<file path="config.mk">
export PLATFORM = sky130hd
export DESIGN_NAME = alu_arbiter
export DESIGN_NICKNAME = d
export VERILOG_FILES = /design/src/rtl/alu_arbiter.sv
export SDC_FILE = /design/constraint.sdc
export NUM_CORES = 1
export LEC_CHECK = 0
export BUFFER_PORTS_ARGS = -buffer_cell sky130_fd_sc_hd__buf_4
export CORE_AREA = 2 2 81 83
export DETAILED_ROUTE_END_ITERATION = 7
export DIE_AREA = 0 0 83 85
export GPL_ROUTABILITY_DRIVEN = 0
export PLACE_DENSITY_LB_ADDON = 0.05
export SLEW_MARGIN = 10
export SYNTH_ARGS = -nofsm -noshare
export SYNTH_HDL_FRONTEND = slang
export SYNTH_SLANG_ARGS = --single-unit
</file>
<file path="constraint.sdc">
create_clock -name clk -period 3.1 [get_ports clk]
set_input_delay 0.155 -clock clk [delete_from_list [all_inputs] [get_ports clk]]
set_output_delay 0.155 -clock clk [all_outputs]
set_load 0.01 [all_outputs]
</file>
<file path="src/rtl/alu_arbiter.sv">
// rtl/alu_arbiter.sv - round-robin two-port arbiter and sequencer for a shared 8-bit ALU
`timescale 1ns/1ps
module alu_arbiter #(
  parameter int MUL_CYCLES = 2
) (
  input  logic        clk,
  input  logic        rst_n,
  input  logic        req0_valid,
  output logic        req0_ready,
  input  logic [7:0]  req0_a,
  input  logic [7:0]  req0_b,
  input  logic [1:0]  req0_op,
  input  logic        req1_valid,
  output logic        req1_ready,
  input  logic [7:0]  req1_a,
  input  logic [7:0]  req1_b,
  input  logic [1:0]  req1_op,
  output logic [7:0]  alu_a,
  output logic [7:0]  alu_b,
  output logic [1:0]  alu_op,
  input  logic [15:0] alu_result,
  input  logic        alu_zflag,
  output logic        rsp_valid,
  input  logic        rsp_ready,
  output logic        rsp_id,
  output logic [15:0] rsp_result,
  output logic        rsp_zflag,
  output logic        busy,
  output logic [15:0] op_count
);

  localparam logic [1:0] IDLE = 2'd0;
  localparam logic [1:0] EXEC = 2'd1;
  localparam logic [1:0] DONE = 2'd2;
  localparam logic [1:0] OP_MUL = 2'b10;
  localparam logic [3:0] MUL_LOAD = 4'(MUL_CYCLES - 1);

  logic [1:0]  state_q, state_d;
  logic [7:0]  alu_a_q, alu_a_d;
  logic [7:0]  alu_b_q, alu_b_d;
  logic [1:0]  alu_op_q, alu_op_d;
  logic [3:0]  cnt_q, cnt_d;
  logic        cur_id_q, cur_id_d;
  logic        last_id_q, last_id_d;
  logic        rsp_valid_q, rsp_valid_d;
  logic        rsp_id_q, rsp_id_d;
  logic [15:0] rsp_result_q, rsp_result_d;
  logic        rsp_zflag_q, rsp_zflag_d;
  logic [15:0] op_count_q, op_count_d;

  logic gnt0, gnt1;
  logic [1:0] sel_op;

  // On a tie the requester that did not complete last wins.
  assign gnt0 = req0_valid && (!req1_valid || last_id_q);
  assign gnt1 = req1_valid && (!req0_valid || !last_id_q);

  assign req0_ready = (state_q == IDLE) && gnt0;
  assign req1_ready = (state_q == IDLE) && gnt1;
  assign sel_op     = req1_ready ? req1_op : req0_op;

  always_comb begin
    state_d      = state_q;
    alu_a_d      = alu_a_q;
    alu_b_d      = alu_b_q;
    alu_op_d     = alu_op_q;
    cnt_d        = cnt_q;
    cur_id_d     = cur_id_q;
    last_id_d    = last_id_q;
    rsp_valid_d  = rsp_valid_q;
    rsp_id_d     = rsp_id_q;
    rsp_result_d = rsp_result_q;
    rsp_zflag_d  = rsp_zflag_q;
    op_count_d   = op_count_q;
    case (state_q)
      IDLE: begin
        if (req0_ready || req1_ready) begin
          alu_a_d  = req1_ready ? req1_a : req0_a;
          alu_b_d  = req1_ready ? req1_b : req0_b;
          alu_op_d = sel_op;
          cur_id_d = req1_ready;
          cnt_d    = (sel_op == OP_MUL) ? MUL_LOAD : 4'd0;
          state_d  = EXEC;
        end
      end
      EXEC: begin
        if (cnt_q != 4'd0) begin
          cnt_d = cnt_q - 4'd1;
        end else begin
          rsp_result_d = alu_result;
          rsp_zflag_d  = alu_zflag;
          rsp_id_d     = cur_id_q;
          rsp_valid_d  = 1'b1;
          state_d      = DONE;
        end
      end
      DONE: begin
        if (rsp_ready) begin
          rsp_valid_d = 1'b0;
          last_id_d   = rsp_id_q;
          op_count_d  = op_count_q + 16'd1;
          state_d     = IDLE;
        end
      end
      default: state_d = IDLE;
    endcase
  end

  always_ff @(posedge clk or negedge rst_n) begin
    if (!rst_n) begin
      state_q      <= IDLE;
      alu_a_q      <= 8'd0;
      alu_b_q      <= 8'd0;
      alu_op_q     <= 2'd0;
      cnt_q        <= 4'd0;
      cur_id_q     <= 1'b0;
      last_id_q    <= 1'b1;
      rsp_valid_q  <= 1'b0;
      rsp_id_q     <= 1'b0;
      rsp_result_q <= 16'd0;
      rsp_zflag_q  <= 1'b0;
      op_count_q   <= 16'd0;
    end else begin
      state_q      <= state_d;
      alu_a_q      <= alu_a_d;
      alu_b_q      <= alu_b_d;
      alu_op_q     <= alu_op_d;
      cnt_q        <= cnt_d;
      cur_id_q     <= cur_id_d;
      last_id_q    <= last_id_d;
      rsp_valid_q  <= rsp_valid_d;
      rsp_id_q     <= rsp_id_d;
      rsp_result_q <= rsp_result_d;
      rsp_zflag_q  <= rsp_zflag_d;
      op_count_q   <= op_count_d;
    end
  end

  assign alu_a      = alu_a_q;
  assign alu_b      = alu_b_q;
  assign alu_op     = alu_op_q;
  assign rsp_valid  = rsp_valid_q;
  assign rsp_id     = rsp_id_q;
  assign rsp_result = rsp_result_q;
  assign rsp_zflag  = rsp_zflag_q;
  assign busy       = (state_q != IDLE);
  assign op_count   = op_count_q;

endmodule

</file>
==> impl_results.md <==
- Status: finished, final reports clean
- Worst path required time: about 2.9 ns
- Delay-heaviest family, CP: simple AND/OR/NAND/NOR gates
- Element type at the critical path start: flop
- Worst stage delay on the critical path: between 0.4 and 0.5 ns
- Worst R2R Path Depth: 5
- Fin util: 0.618
- Worst skew pair latency: between 0.3 and 0.4 ns
- Largest net degree at the start of global routing: 62
- Dpl cells: 415
- Post-synthesis mux area share: 0.140
- Cells after Synth: 231
- Worst Hold Class: in -> reg
- Sequential share of power: 0.379
- Clock share of power: 0.201
- Worst R2R Start: cnt_q[0]$_DFFE_PN0P_
- Leak: between 2 and 2.5 nW
- Diodes inserted: 0
- Synth cell types: 33
- Synth area leader: dfrtp_1
- CP max FO: 15
- Fin cells: 432
- Sequential area share after synthesis: 0.560
- Port Buffers: 113
- Pwr/cell area: 891 nW/um^2
- Worst path cell trace: nor2_1 > nand3_1 > buf_4 > inv_1 > buf_4
- Syn. warnings: 0
- Initial antenna violation count: 0
- Max VDD drop: around 0.45 mV
- Worst endpoint data arrival time: 1.89 ns
- WHS Endpoint: rsp_result[13]$_DFFE_PN0P_
- I/O pins: roughly 110
- Max Cap Viol: 0
- #FFs+latches synth: 61
- Vias: 2071
- Row cnt: 29
- Fmax: 489 MHz
- CORE AREA: 6200 sq um
- Final Setup Violations: 0
- Net Count, Synth: 292
- Yosys top cell area share: 0.550
- Syn avg cell area: 11.8 sq um
- GRT Residual Overflow: 0
- Clk slew on worst S/H paths: roughly 0.07 ns
- R2R setup slack: 1.12 ns
- Chip Width: 83 um
- Post-route clock period utilization: 0.660
- Hold-critical path depth: 2
- # clock sinks: slightly above 60
- Met1 WL: roughly 2600 um
- Most used cell, CP: buf_4
- Final hold vios: 0
- Main combinational cell family by area after synthesis: simple AND/OR/NAND/NOR gates
- DRT Wirelength: 5590 um
- Switching share of power: 0.336
- Die Ht: 85 um
- Share of cells above drive strength 1: 0.445
- DR WL/cell: 12.9 um
- Fin. max-slew vios: 0
- Initial Util: 0.440
- Post-DP HPWL: around 4100 um
- Comb pwr share: 0.420
- Post-synthesis simple-gate area fraction: 0.147
- Final setup skew: about 0.009 ns
- H-tree depth: 3
- Min-delay src: alu_result[13]
- Met3 WL: 459 um
- DRC: 0
- Mapped Area: 2730 sq um
- CTS Buf Count: 9
- Area contributors post-synth: dfrtp_1 55%, mux2_2 7.4%, mux2i_1 6.6%, nor2_1 3.9%, a21oi_1 3.3%
- Area delta synth->final: 40.7%
- CP endpoint kind: output pin
- Xor/xnor cell area share of the yosys netlist: 0.0546
- Period minus WS final: 2.05 ns
- Sw power: ~1.1 mW
- Clk root buf: clkbuf_8
- DRT Pass-1 Iters: 5
- Post-CTS Resized: 0
- Net count reported at finish: 411
- Filler cells: 539
- Routed wl met2: 2570 um
- Kind of critical path: reg -> out
- Initial DRC count: 78
- Compound-Gate Fraction of Synth Area: 0.0532
- Die ar.: 7060 sq um
- GRT Util Overall: 0.168
- CTS tree: built
- Sum of negative setup slack: 0 ns
- Critical R2R Capture: rsp_result[9]$_DFFE_PN0P_
- Unrepaired setup endpoints after global routing: false
- Longest Clk Path Bufs: 2
- Cts hold-fix bufs: 1
- Placed Area: 3630 sq um
- Post-CTS setup buffers: 0
- Worst Max-Slew Pin Slew: slightly above 0.8 ns
- Int Pwr: 2.27 mW
- Crit-path slowest cell: dfrtp_1
- Highest layer used for signal routing: met4
- Total power: 3.42 mW
- First-pass GRT wire length: 9520 um
- Vias per cell: 4.79
- Synth Area in Adders: 0.0138
- Design area: 3840 sq um
- Slew margin rel.: 0.451
- Buf/Inv on CP: 3
- Antenna viol nets, final: 0
- Number of global-route vias before repair: 2134
==> worst max-delay path by stage <==
| stage | from | end | slack, ns | cells after the start |
|---|---|---|---|---|
| floorplan | cnt_q[0]$_DFFE_PN0P_ | rsp_result[10]$_DFFE_PN0P_ | 1.65 | 6 |
| global placement | cnt_q[0]$_DFFE_PN0P_ | rsp_result[0]$_DFFE_PN0P_ | 1.14 | 5 |
| detailed placement | cnt_q[0]$_DFFE_PN0P_ | rsp_result[9]$_DFFE_PN0P_ | 1.09 | 5 |
| CTS | state_q[1]$_DFFE_PN0P_ | req1_ready | 1.01 | 5 |
| global route | state_q[1]$_DFFE_PN0P_ | req1_ready | 0.87 | 5 |
| finish | state_q[1]$_DFFE_PN0P_ | req1_ready | 1.05 | 5 |
==> placed cells by master, fill, tap and decap left out, drive strengths merged, types with 2 or more instances in the layout <==
master    n
buf     115
dfrtp    60
nor2     28
mux2i    18
a21oi    18
mux2     18
nand2    16
clkbuf   12
nand3    10
xnor2    10
inv       8
xor2      7
o21ai     4
ha        3
nand4     3
nand2b    2
and3      2
nor4      2
clkinv    2
o22ai     2
nor3      2
==> cell families after synthesis <==
logic type	Yosys count
DFF	61
AOI/OAI and AO/OA	26
adders and majority gates	3
muxes	36
buffers and inverters	16
xor gates and xnor gates	17
and+or+nand+nor	72
==> metal layers <==
metal	vias to the layer above	GRT usage
li1	1022	-
met1	980	0.205
met5	-	0
met2	67	0.264
met4	0	0.0492
met3	2	0.0827
==> cell usage after synthesis, drive strengths merged <==
master and instances:
or2 1, a31oi 1, inv 8, buf 8
nor3 2, xnor2 10, nand3b 1, and2b 1
a41o 1, or3b 1, o21ai 4, a21oi 18
nor2 28, xor2 7, nor4 2, nor2b 1
dfrtp 60, or2b 1, mux2 18, and3 2
o22ai 2, nand2 16, nand4 3, nor3b 1
ha 3, nand3 10, mux2i 18, dfstp 1
nand2b 2
==> cell type report <==
cell class | instances | area (sq um) | share of cell area
inverter | 8 | 30.0 | 0.00783
clock buffer | 12 | 145 | 0.0378
multi-input combinational | 154 | 1120 | 0.291
tap | 77 | 96.3 | 0.0251
timing repair buffer | 116 | 873 | 0.228
sequential | 61 | 1530 | 0.398
clock inverter | 4 | 47.5 | 0.0124
==> registers in the layout (all words and copies together) (netlist names), 2 cells and up <==
signal / flops
alu_a: 8
alu_b: 8
alu_op: 2
cnt_q: 4
op_count: 16
rsp_result: 16
state_q: 2
==> through the flow <==
stage / hold slack, ns / setup slack (ns)
floorplan: -0.141 / 1.65
global placement: 0.286 / 1.14
detailed placement: 0.284 / 1.09
CTS: 0.0392 / 1.01
global route: 0.0275 / 0.870
finish: 0.0550 / 1.05
==> power groups by stage <==
| stage | registers (mW) | logic [mW] | clock network (mW) |
|---|---|---|---|
| after floorplan | 1.41 | 0.729 | 0 |
| after global placement | 1.31 | 1.43 | 0 |
| after detailed placement | 1.31 | 1.46 | 0 |
| after CTS | 1.30 | 1.47 | 0.711 |
| after global routing | 1.34 | 1.59 | 0.756 |
| final | 1.30 | 1.44 | 0.687 |
(Power assumes the default switching activity.)
